==> src/rtl/mem_arbiter_if.sv <==
// rtl/mem_arbiter_if.sv - requester and memory signal bundle for mem_arbiter
interface mem_arbiter_if;
  // fetch path
  logic        iReq;
  logic [15:0] iAddr;
  logic        iGnt;
  logic        iValid;
  logic [15:0] iData;
  // data load/store path
  logic        dReq;
  logic        dWe;
  logic [15:0] dAddr;
  logic [15:0] dWData;
  logic        dGnt;
  logic        dValid;
  logic [15:0] dRData;
  // single-port memory
  logic        memCs;
  logic        memWe;
  logic [15:0] memAddr;
  logic [15:0] memWData;
  logic [15:0] memRData;
  // pipeline stall
  logic        stall;

  modport slave (
    input  iReq, iAddr, dReq, dWe, dAddr, dWData, memRData,
    output iGnt, iValid, iData, dGnt, dValid, dRData,
           memCs, memWe, memAddr, memWData, stall
  );

  modport master (
    output iReq, iAddr, dReq, dWe, dAddr, dWData, memRData,
    input  iGnt, iValid, iData, dGnt, dValid, dRData,
           memCs, memWe, memAddr, memWData, stall
  );
endinterface

==> src/rtl/mem_arbiter.sv <==
// rtl/mem_arbiter.sv - fetch/data arbiter for one 16-bit memory; MEMARB_STATS_EN adds grant/conflict counters
module mem_arbiter #(
  parameter int MEM_LAT    = 2,
  parameter int MAX_DBURST = 4
) (
  input  logic         clk,
  input  logic         reset,
  mem_arbiter_if.slave bus
`ifdef MEMARB_STATS_EN
  ,
  output logic [15:0]  statIGrants,
  output logic [15:0]  statDGrants,
  output logic [15:0]  statConflicts
`endif
);

  localparam logic [1:0] S_IDLE   = 2'd0;
  localparam logic [1:0] S_ACCESS = 2'd1;
  localparam logic [1:0] S_WAIT   = 2'd2;

  localparam logic [3:0] LAT_INIT  = 4'(MEM_LAT - 1);
  localparam logic [3:0] BURST_MAX = 4'(MAX_DBURST);

  logic [1:0]  r_state;
  logic [3:0]  r_lat;
  logic [3:0]  r_burst;
  logic        r_own_d;
  logic        r_iGnt;
  logic        r_dGnt;
  logic        r_iValid;
  logic        r_dValid;
  logic [15:0] r_iData;
  logic [15:0] r_dRData;
  logic        r_memCs;
  logic        r_memWe;
  logic [15:0] r_memAddr;
  logic [15:0] r_memWData;

  logic w_arb;
  logic w_pick_i;
  logic w_done;

  // Arbitrate only in a quiet IDLE cycle: the Valid cycle is a turnaround cycle,
  // which gives the MEM_LAT+2 cycle transaction spacing.
  assign w_arb    = (r_state == S_IDLE) & ~r_iValid & ~r_dValid & (bus.iReq | bus.dReq);
  // Data wins unless fetch has been starved for MAX_DBURST data grants.
  assign w_pick_i = bus.iReq & (~bus.dReq | (r_burst == BURST_MAX));
  // Last edge of the access: memRData is valid and is captured here.
  assign w_done   = ((r_state == S_ACCESS) && (MEM_LAT == 1)) ||
                    ((r_state == S_WAIT) && (r_lat == 4'd1));

  // Transaction sequencer: grant, memory strobe, latency wait and result return.
  always_ff @(posedge clk) begin
    if (reset) begin
      r_state    <= S_IDLE;
      r_lat      <= 4'd0;
      r_own_d    <= 1'b0;
      r_iGnt     <= 1'b0;
      r_dGnt     <= 1'b0;
      r_iValid   <= 1'b0;
      r_dValid   <= 1'b0;
      r_iData    <= 16'h0000;
      r_dRData   <= 16'h0000;
      r_memCs    <= 1'b0;
      r_memWe    <= 1'b0;
      r_memAddr  <= 16'h0000;
      r_memWData <= 16'h0000;
    end else begin
      r_iGnt   <= 1'b0;
      r_dGnt   <= 1'b0;
      r_iValid <= 1'b0;
      r_dValid <= 1'b0;
      r_memCs  <= 1'b0;
      case (r_state)
        S_IDLE: begin
          if (w_arb) begin
            r_own_d    <= ~w_pick_i;
            r_iGnt     <= w_pick_i;
            r_dGnt     <= ~w_pick_i;
            r_memCs    <= 1'b1;
            r_memWe    <= ~w_pick_i & bus.dWe;
            r_memAddr  <= w_pick_i ? bus.iAddr : bus.dAddr;
            r_memWData <= w_pick_i ? 16'h0000 : bus.dWData;
            r_state    <= S_ACCESS;
          end
        end
        S_ACCESS: begin
          r_lat   <= LAT_INIT;
          r_state <= S_WAIT;
        end
        S_WAIT: begin
          r_lat <= r_lat - 4'd1;
        end
        default: r_state <= S_IDLE;
      endcase
      if (w_done) begin
        r_state <= S_IDLE;
        if (r_own_d) begin
          r_dValid <= 1'b1;
          if (!r_memWe) r_dRData <= bus.memRData;
        end else begin
          r_iValid <= 1'b1;
          r_iData  <= bus.memRData;
        end
      end
    end
  end

  // Count data grants won while fetch waits; any fetch grant or fetch idle clears it.
  always_ff @(posedge clk) begin
    if (reset) begin
      r_burst <= 4'd0;
    end else if (w_arb && w_pick_i) begin
      r_burst <= 4'd0;
    end else if (w_arb && bus.iReq) begin
      r_burst <= r_burst + 4'd1;
    end else if ((r_state == S_IDLE) && !bus.iReq) begin
      r_burst <= 4'd0;
    end
  end

`ifdef MEMARB_STATS_EN
  logic [15:0] r_stat_i;
  logic [15:0] r_stat_d;
  logic [15:0] r_stat_c;

  // Free-running wrapping counters of grants and contended arbitrations.
  always_ff @(posedge clk) begin
    if (reset) begin
      r_stat_i <= 16'h0000;
      r_stat_d <= 16'h0000;
      r_stat_c <= 16'h0000;
    end else begin
      if (r_iGnt) r_stat_i <= r_stat_i + 16'h0001;
      if (r_dGnt) r_stat_d <= r_stat_d + 16'h0001;
      if (w_arb && bus.iReq && bus.dReq) r_stat_c <= r_stat_c + 16'h0001;
    end
  end

  assign statIGrants   = r_stat_i;
  assign statDGrants   = r_stat_d;
  assign statConflicts = r_stat_c;
`endif

  assign bus.iGnt     = r_iGnt;
  assign bus.iValid   = r_iValid;
  assign bus.iData    = r_iData;
  assign bus.dGnt     = r_dGnt;
  assign bus.dValid   = r_dValid;
  assign bus.dRData   = r_dRData;
  assign bus.memCs    = r_memCs;
  assign bus.memWe    = r_memWe;
  assign bus.memAddr  = r_memAddr;
  assign bus.memWData = r_memWData;
  assign bus.stall    = (bus.iReq & ~r_iGnt) | (bus.dReq & ~r_dGnt);

endmodule

==> src/flat_wrapper.sv <==
// flat-port wrapper written by rule: the top's interface ports become plain ports
module mem_arbiter_flat 
#(
  parameter int MEM_LAT    = 2,
  parameter int MAX_DBURST = 4
)
  (clk, reset, bus_iReq, bus_iAddr, bus_dReq, bus_dWe, bus_dAddr, bus_dWData, bus_memRData, bus_iGnt, bus_iValid, bus_iData, bus_dGnt, bus_dValid, bus_dRData, bus_memCs, bus_memWe, bus_memAddr, bus_memWData, bus_stall);
  mem_arbiter_if bus_i ();
  input  logic clk;
  input  logic reset;
  input wire logic [$bits(bus_i.iReq)-1:0] bus_iReq;
  input wire logic [$bits(bus_i.iAddr)-1:0] bus_iAddr;
  input wire logic [$bits(bus_i.dReq)-1:0] bus_dReq;
  input wire logic [$bits(bus_i.dWe)-1:0] bus_dWe;
  input wire logic [$bits(bus_i.dAddr)-1:0] bus_dAddr;
  input wire logic [$bits(bus_i.dWData)-1:0] bus_dWData;
  input wire logic [$bits(bus_i.memRData)-1:0] bus_memRData;
  output wire logic [$bits(bus_i.iGnt)-1:0] bus_iGnt;
  output wire logic [$bits(bus_i.iValid)-1:0] bus_iValid;
  output wire logic [$bits(bus_i.iData)-1:0] bus_iData;
  output wire logic [$bits(bus_i.dGnt)-1:0] bus_dGnt;
  output wire logic [$bits(bus_i.dValid)-1:0] bus_dValid;
  output wire logic [$bits(bus_i.dRData)-1:0] bus_dRData;
  output wire logic [$bits(bus_i.memCs)-1:0] bus_memCs;
  output wire logic [$bits(bus_i.memWe)-1:0] bus_memWe;
  output wire logic [$bits(bus_i.memAddr)-1:0] bus_memAddr;
  output wire logic [$bits(bus_i.memWData)-1:0] bus_memWData;
  output wire logic [$bits(bus_i.stall)-1:0] bus_stall;
  assign bus_i.iReq = bus_iReq;
  assign bus_i.iAddr = bus_iAddr;
  assign bus_i.dReq = bus_dReq;
  assign bus_i.dWe = bus_dWe;
  assign bus_i.dAddr = bus_dAddr;
  assign bus_i.dWData = bus_dWData;
  assign bus_i.memRData = bus_memRData;
  assign bus_iGnt = bus_i.iGnt;
  assign bus_iValid = bus_i.iValid;
  assign bus_iData = bus_i.iData;
  assign bus_dGnt = bus_i.dGnt;
  assign bus_dValid = bus_i.dValid;
  assign bus_dRData = bus_i.dRData;
  assign bus_memCs = bus_i.memCs;
  assign bus_memWe = bus_i.memWe;
  assign bus_memAddr = bus_i.memAddr;
  assign bus_memWData = bus_i.memWData;
  assign bus_stall = bus_i.stall;
  mem_arbiter #(.MEM_LAT(MEM_LAT), .MAX_DBURST(MAX_DBURST)) u_core (.clk(clk), .reset(reset), .bus(bus_i));
endmodule
==> config.mk <==
export PLATFORM = sky130hd
export DESIGN_NAME = mem_arbiter_flat
export DESIGN_NICKNAME = d
export VERILOG_FILES = /design/src/rtl/mem_arbiter_if.sv /design/src/rtl/mem_arbiter.sv /design/src/flat_wrapper.sv
export SDC_FILE = /design/constraint.sdc
export NUM_CORES = 1
export LEC_CHECK = 0
export CAP_MARGIN = 40
export CORE_AREA = 2 2 91 93
export DETAILED_ROUTE_END_ITERATION = 10
export DIE_AREA = 0 0 93 95
export HOLD_SLACK_MARGIN = 0.15
export PLACE_DENSITY = 0.75
export RECOVER_POWER = 25
export SLEW_MARGIN = 5
export SYNTH_ARGS = -nofsm -noshare
export SYNTH_HDL_FRONTEND = slang
export SYNTH_SLANG_ARGS = --single-unit
export TNS_END_PERCENT = 20
==> constraint.sdc <==
create_clock -name clk -period 2.5 [get_ports clk]
set_input_delay 0.5 -clock clk [delete_from_list [all_inputs] [get_ports clk]]
set_output_delay 0.5 -clock clk [all_outputs]
set_load 0.02 [all_outputs]
== Word level (Yosys, flattened, before mapping) ==
Index checks and enable logic that the tools add are counted.

* Muxes and demuxes: 10
* Reductions and logical operators: 17
* Add/subtract/negate cells: 2
* Equal/unequal tests: 5
* Bitwise operators: 22

{| class="wikitable"
|+ Operators by type and width
! cell !! number
|-
| 16-bit two-way mux || 2
|-
| 1-bit inverter || 12
|-
| 4-bit two-way mux || 2
|-
| 4-bit case mux with 2 select lines || 1
|-
| 2-bit OR reduction || 4
|-
| 1-bit AND || 7
|-
| 2-bit case mux with 3 select lines || 1
|-
| 2-bit AND reduction || 3
|-
| 4-bit by 1-bit adder with 4-bit output (second input constant) || 1
|-
| 4-bit by 1-bit equality test with 1-bit output (second input constant) || 1
|-
| 4-bit by 3-bit equality test with 1-bit output (second input constant) || 1
|-
| 1-bit logical AND || 4
|-
| 2-bit nonzero test || 2
|-
| 4-bit by 1-bit subtractor with 4-bit output (second input constant) || 1
|-
| 1-bit two-way mux || 3
|-
| 1-bit bitwise OR || 3
|-
| 3-bit AND reduction || 1
|-
| 3-bit OR reduction || 1
|-
| 2-bit by 1-bit equality test with 1-bit output (second input constant) || 1
|-
| 2-bit equality test (second input constant) || 1
|-
| 2-bit logical NOT || 1
|-
| 2-bit two-way mux || 1
|-
| 2-bit by 1-bit != test with 1-bit output (second input constant) || 1
|-
| 1-bit logical NOT || 1
|}

* Output and inout port bits: 71
* Register bits after elaboration: 81

== Logic depth before layout (Yosys ltp) ==
* Word-level depth: 6
* Depth in mapped cells: 8
* Mapped depth without buffers: 6

== Worst setup path after synthesis ==
Ideal clock, no wire load.

* Path kind: reg2reg
* Start point: register u_core.r_state[0]
* End point: register u_core.r_memAddr[11], in the netlist u_core.bus.memAddr[11]
* Setup time: 0.122 ns
* Arrival time: 1.758 ns
* Data required time: 2.378 ns
* Path buffers: 1
* Stages on the path, launching flop included: 8
* Slack: 0.620 ns
* Cell sequence: dfxtp_1 > inv_1 > ha_1 > or3b_1 > nor2_2 > nor2_2 > buf_2 > a221o_1

* Word-level cells in the longest chain between the ends: 5

{| class="wikitable"
|+ RTL lines
! what !! line !! RTL
|-
| start: declaration || mem_arbiter.sv:24 || <nowiki>logic [1:0] r_state;</nowiki>
|-
| start signal: assignment || mem_arbiter.sv:55 || <nowiki>r_state <= S_IDLE;</nowiki>
|-
| start signal: assignment || mem_arbiter.sv:84 || <nowiki>r_state <= S_ACCESS;</nowiki>
|-
| start signal: assignment || mem_arbiter.sv:89 || <nowiki>r_state <= S_WAIT;</nowiki>
|-
| 2-bit logical NOT * || mem_arbiter.sv:45, mem_arbiter.sv:74 ||
|-
| 1-bit AND (3 in a row) || mem_arbiter.sv:45 || <nowiki>assign w_arb = (r_state == S_IDLE) & ~r_iValid & ~r_dValid & (bus.iReq | bus.dReq);</nowiki>
|-
| 2-bit AND reduction (no source line) * || n/a ||
|-
| end signal: assignment || mem_arbiter.sv:82 || <nowiki>r_memAddr <= w_pick_i ? bus.iAddr : bus.dAddr;</nowiki>
|-
| end: declaration || mem_arbiter.sv:36 || <nowiki>logic [15:0] r_memAddr;</nowiki>
|}

Mark *: on every way between the ends. The rest lies on a longest branch, timed or not.
A chain may end at the register's enable or synchronous reset.

== Worst setup path after layout ==
* Start point: input bus_iReq
* End point: output bus_stall

* Word-level cells in the longest chain between the ends: 2

{| class="wikitable"
|+ RTL lines
! what !! line !! RTL
|-
| start: declaration || flat_wrapper.sv:11 || <nowiki>input wire logic [$bits(bus_i.iReq)-1:0] bus_iReq;</nowiki>
|-
| 1-bit AND || mem_arbiter.sv:155 || <nowiki>assign bus.stall = (bus.iReq & ~r_iGnt) | (bus.dReq & ~r_dGnt);</nowiki>
|-
| 1-bit bitwise OR || mem_arbiter.sv:155 ||
|-
| end: declaration || flat_wrapper.sv:28 || <nowiki>output wire logic [$bits(bus_i.stall)-1:0] bus_stall;</nowiki>
|}

No other way between the ends.

==> out/metrics.cfg <==
[status]
outcome = complete, no violations

[clocking]
path_clk_slew_ns = 0.08
ctsResizeCount = 0
worstSkewPairLatency_ns = 0.35
cts.hold.buffers_added = 0
postCtsSetupRepairBufs = 0
clk_path_buf_depth = 2
htree_levels = 3
tritoncts = built
cts_buffers = 9
clockRootBuffer = clkbuf_8
cts.sinks = 81

[sta]
hold_slack_ns = 0.3810
max_slew.worst_pin.slew_ns = 0.7839
fin_crit_ns = 2.392
timing.final.crit_share_pct = 95.69
timing.clock.skew_ns = 0.01467
slew_viol_final = 0
slew_headroom_pct = 47.74
hold_viol_final = 0
rsz0062_at_grt = no
max_clock_freq_mhz = 418.0
setup_tns_ns = 0
finalSetupViolations = 0

[critical_path]
worst_path_max_delay_cell = clkdlybuf4s50_1
crit_start = bus_iReq
r2r-end = u_core.bus.memAddr[7]
max_stage_delay_ns = 0.63
critPathMaxFanout = 3
r2r_cells = 7
crit_chain = clkdlybuf4s50_1 -> inv_1 -> o22ai_1 -> clkdlybuf4s50_1
arrival_ns = 1.89
rrSetupSlack_ns = 0.30
cp.required_ns = 2.00
cp-end-kind = output port
crit_path_frequent_cell = clkdlybuf4s50_1
crit_family = buffers and inverters
critPathKind = in -> out
r2r-start = u_core.r_state[0]
crit_path_start_kind = input pin
crit_buf_inv = 3

[grt]
grt_pass1_vias = 2820
grt_max_degree = 59
antenna_found_initial = 0
grtUsageTotal_pct = 18.90
grt_pass1_wl_um = 13320
grt_overflow = 0

[yosys]
synthAdderAreaFrac_pct = 3.214
synth-seq-area-share_pct = 52.07
syn-cell-area_um2 = 3114
postSynthCellCount = 335
synth_flop_cell = dfxtp_1
yosysMostFrequentCell = dfxtp_1
synth_compound_area_share_pct = 18.28
synth_nets = 412
synth_top_cell_by_area = dfxtp_1
synth_mux_area_share_pct = 2.571
yosysUniqueCellTypes = 37
yosys.area.top_type_share_pct = 52.07
ys_top_cells_by_count = dfxtp_1 (81), nand2_1 (72), a21oi_1 (38), nor2_1 (23), a22o_1 (17)
synth_area_leaders = dfxtp_1 (52%), nand2_1 (8.7%), a21oi_1 (6.1%)
syn_area_per_cell_um2 = 9.296
synth_edf_count = 0
synth_xor_area_share_pct = 0
async_flop_share_pct = 0
synthSimpleGateAreaFrac_pct = 19.69
ys_seq_elements = 81
ys_warn_count = 0
synth_top_family_by_area = simple AND/OR/NAND/NOR gates

[final_layout]
stdcell_area_um2 = 4818
fillCellCount = 692
antenna_cells = 0
fin_nets = 557
area_growth_pct = 54.72
layout-drive-gt1-share_pct = 6.598

[floorplan]
die_x_um = 93
pin_count = 140
dieArea_um2 = 8835
chipHeight_um = 95
row_count = 33
start_util_pct = 39.28
core-area_um2 = 7928

[placement]
post_dp_cell_area_um2 = 4644
place_congestion = 0.7883
dp_hpwl_um = 6117
io_buffers = 139

[worst_hold_path]
min_from = reset
hold_class = in -> reg
min_path_cells = 2
hold-path-endpoint = u_core.bus.memCs

[pwr]
ir_drop_mv = 0.3724
p_clk_share_pct = 24.2
p_leak_uw = 0.001827
powerDensity_nw_per_um2 = 797.3
internal-power_uw = 2548
combPwrFrac_pct = 33.8
pwr-share-seq_pct = 42.0
switching_share_pct = 33.67
switchingPower_uw = 1293

[drt]
first_pass_iters = 4
vias = 2888
viasPerCell = 4.895
postRouteAntennaNets = 0
drcViolationCount = 0
wl_um = 8412
drtIter0Drc = 102
detail_route.wl_per_cell_um = 14.26

[flow_run]
cap_violations = 0

state kept, by name, summed over array words and instances (netlist names), 2 cells and up:
register and cells:
u_core.bus.memAddr 16, u_core.bus.iData 16, u_core.r_state 2, u_core.r_burst 4, u_core.bus.memWData 16, u_core.bus.dRData 16, u_core.r_lat 4
cell type report:
type / instances / area [um2] / area share, %
timing repair buffer: 152 / 1480 / 30.72
clock inverter: 5 / 43.79 / 0.9089
clock buffer: 11 / 151.4 / 3.142
multi-input combinational: 226 / 1353 / 28.07
inverter: 10 / 37.54 / 0.7790
tap: 105 / 131.4 / 2.727
sequential: 81 / 1622 / 33.65
kinds of logic after synthesis:
family,count (synthesis)
buffers and inverters,28
adders and majority gates,8
DFF,81
AOI/OAI and AO/OA,83
muxes,8
and+or+nand+nor,127
per-layer routing:
metal	up-vias	GRT usage, %	share of wire (%)
li1	1454	-	-
met1	1349	22.99	42
met2	76	33.09	52
met3	9	4.389	4.8
met4	0	6.127	1.1
met5	-	0	0
worst max-delay path by stage:
stage / endpoint / slack [ns] / depth (start not counted)
final: bus_stall / 0.11 / 4
after global routing: bus_stall / 0.06 / 4
after CTS: bus_stall / 0.11 / 4
after detailed placement: bus_stall / 0.11 / 4
after global placement: u_core.bus.memAddr[9] / 0.02 / 5
after floorplan: u_core.bus.memAddr[11] / 0.62 / 7
through the flow:
| step | power, uW | utilization, % | worst slack, ns | instances |
|---|---|---|---|---|
| global route | 4067 | 60.78 | 0.06335 | 590 |
| floorplan | 2380 | - | 0.6203 | 335 |
| CTS | 3910 | 61.05 | 0.1098 | 590 |
| detailed placement | 2979 | 58.59 | 0.1126 | 574 |
| finish | 3841 | 60.78 | 0.1078 | 590 |
| global placement | 2930 | 58.40 | 0.01656 | 573 |
power groups by stage:
stage          combinational [uW]  sequential [uW]  clock (uW)
2_1_floorplan                 558             1820           0
3_3_place_gp                 1290             1640           0
3_5_place_dp                 1340             1640           0
4_1_cts                      1340             1610         953
5_1_grt                      1420             1640        1000
6_report                     1300             1610         931
cells in the final DEF, fill, tap and decap left out, types with 8 or more instances in the layout:
cell type	instances
mux2i_1	8
nand2_1	72
buf_4	9
a21oi_1	38
and3b_1	10
dlygate4sd3_1	11
clkbuf_8	11
ha_1	8
a22o_1	17
dfxtp_1	81
a221o_1	10
clkdlybuf4s50_1	127
nor2_1	23
inv_1	10
Note: power is estimated with default switching activity, not from simulation.
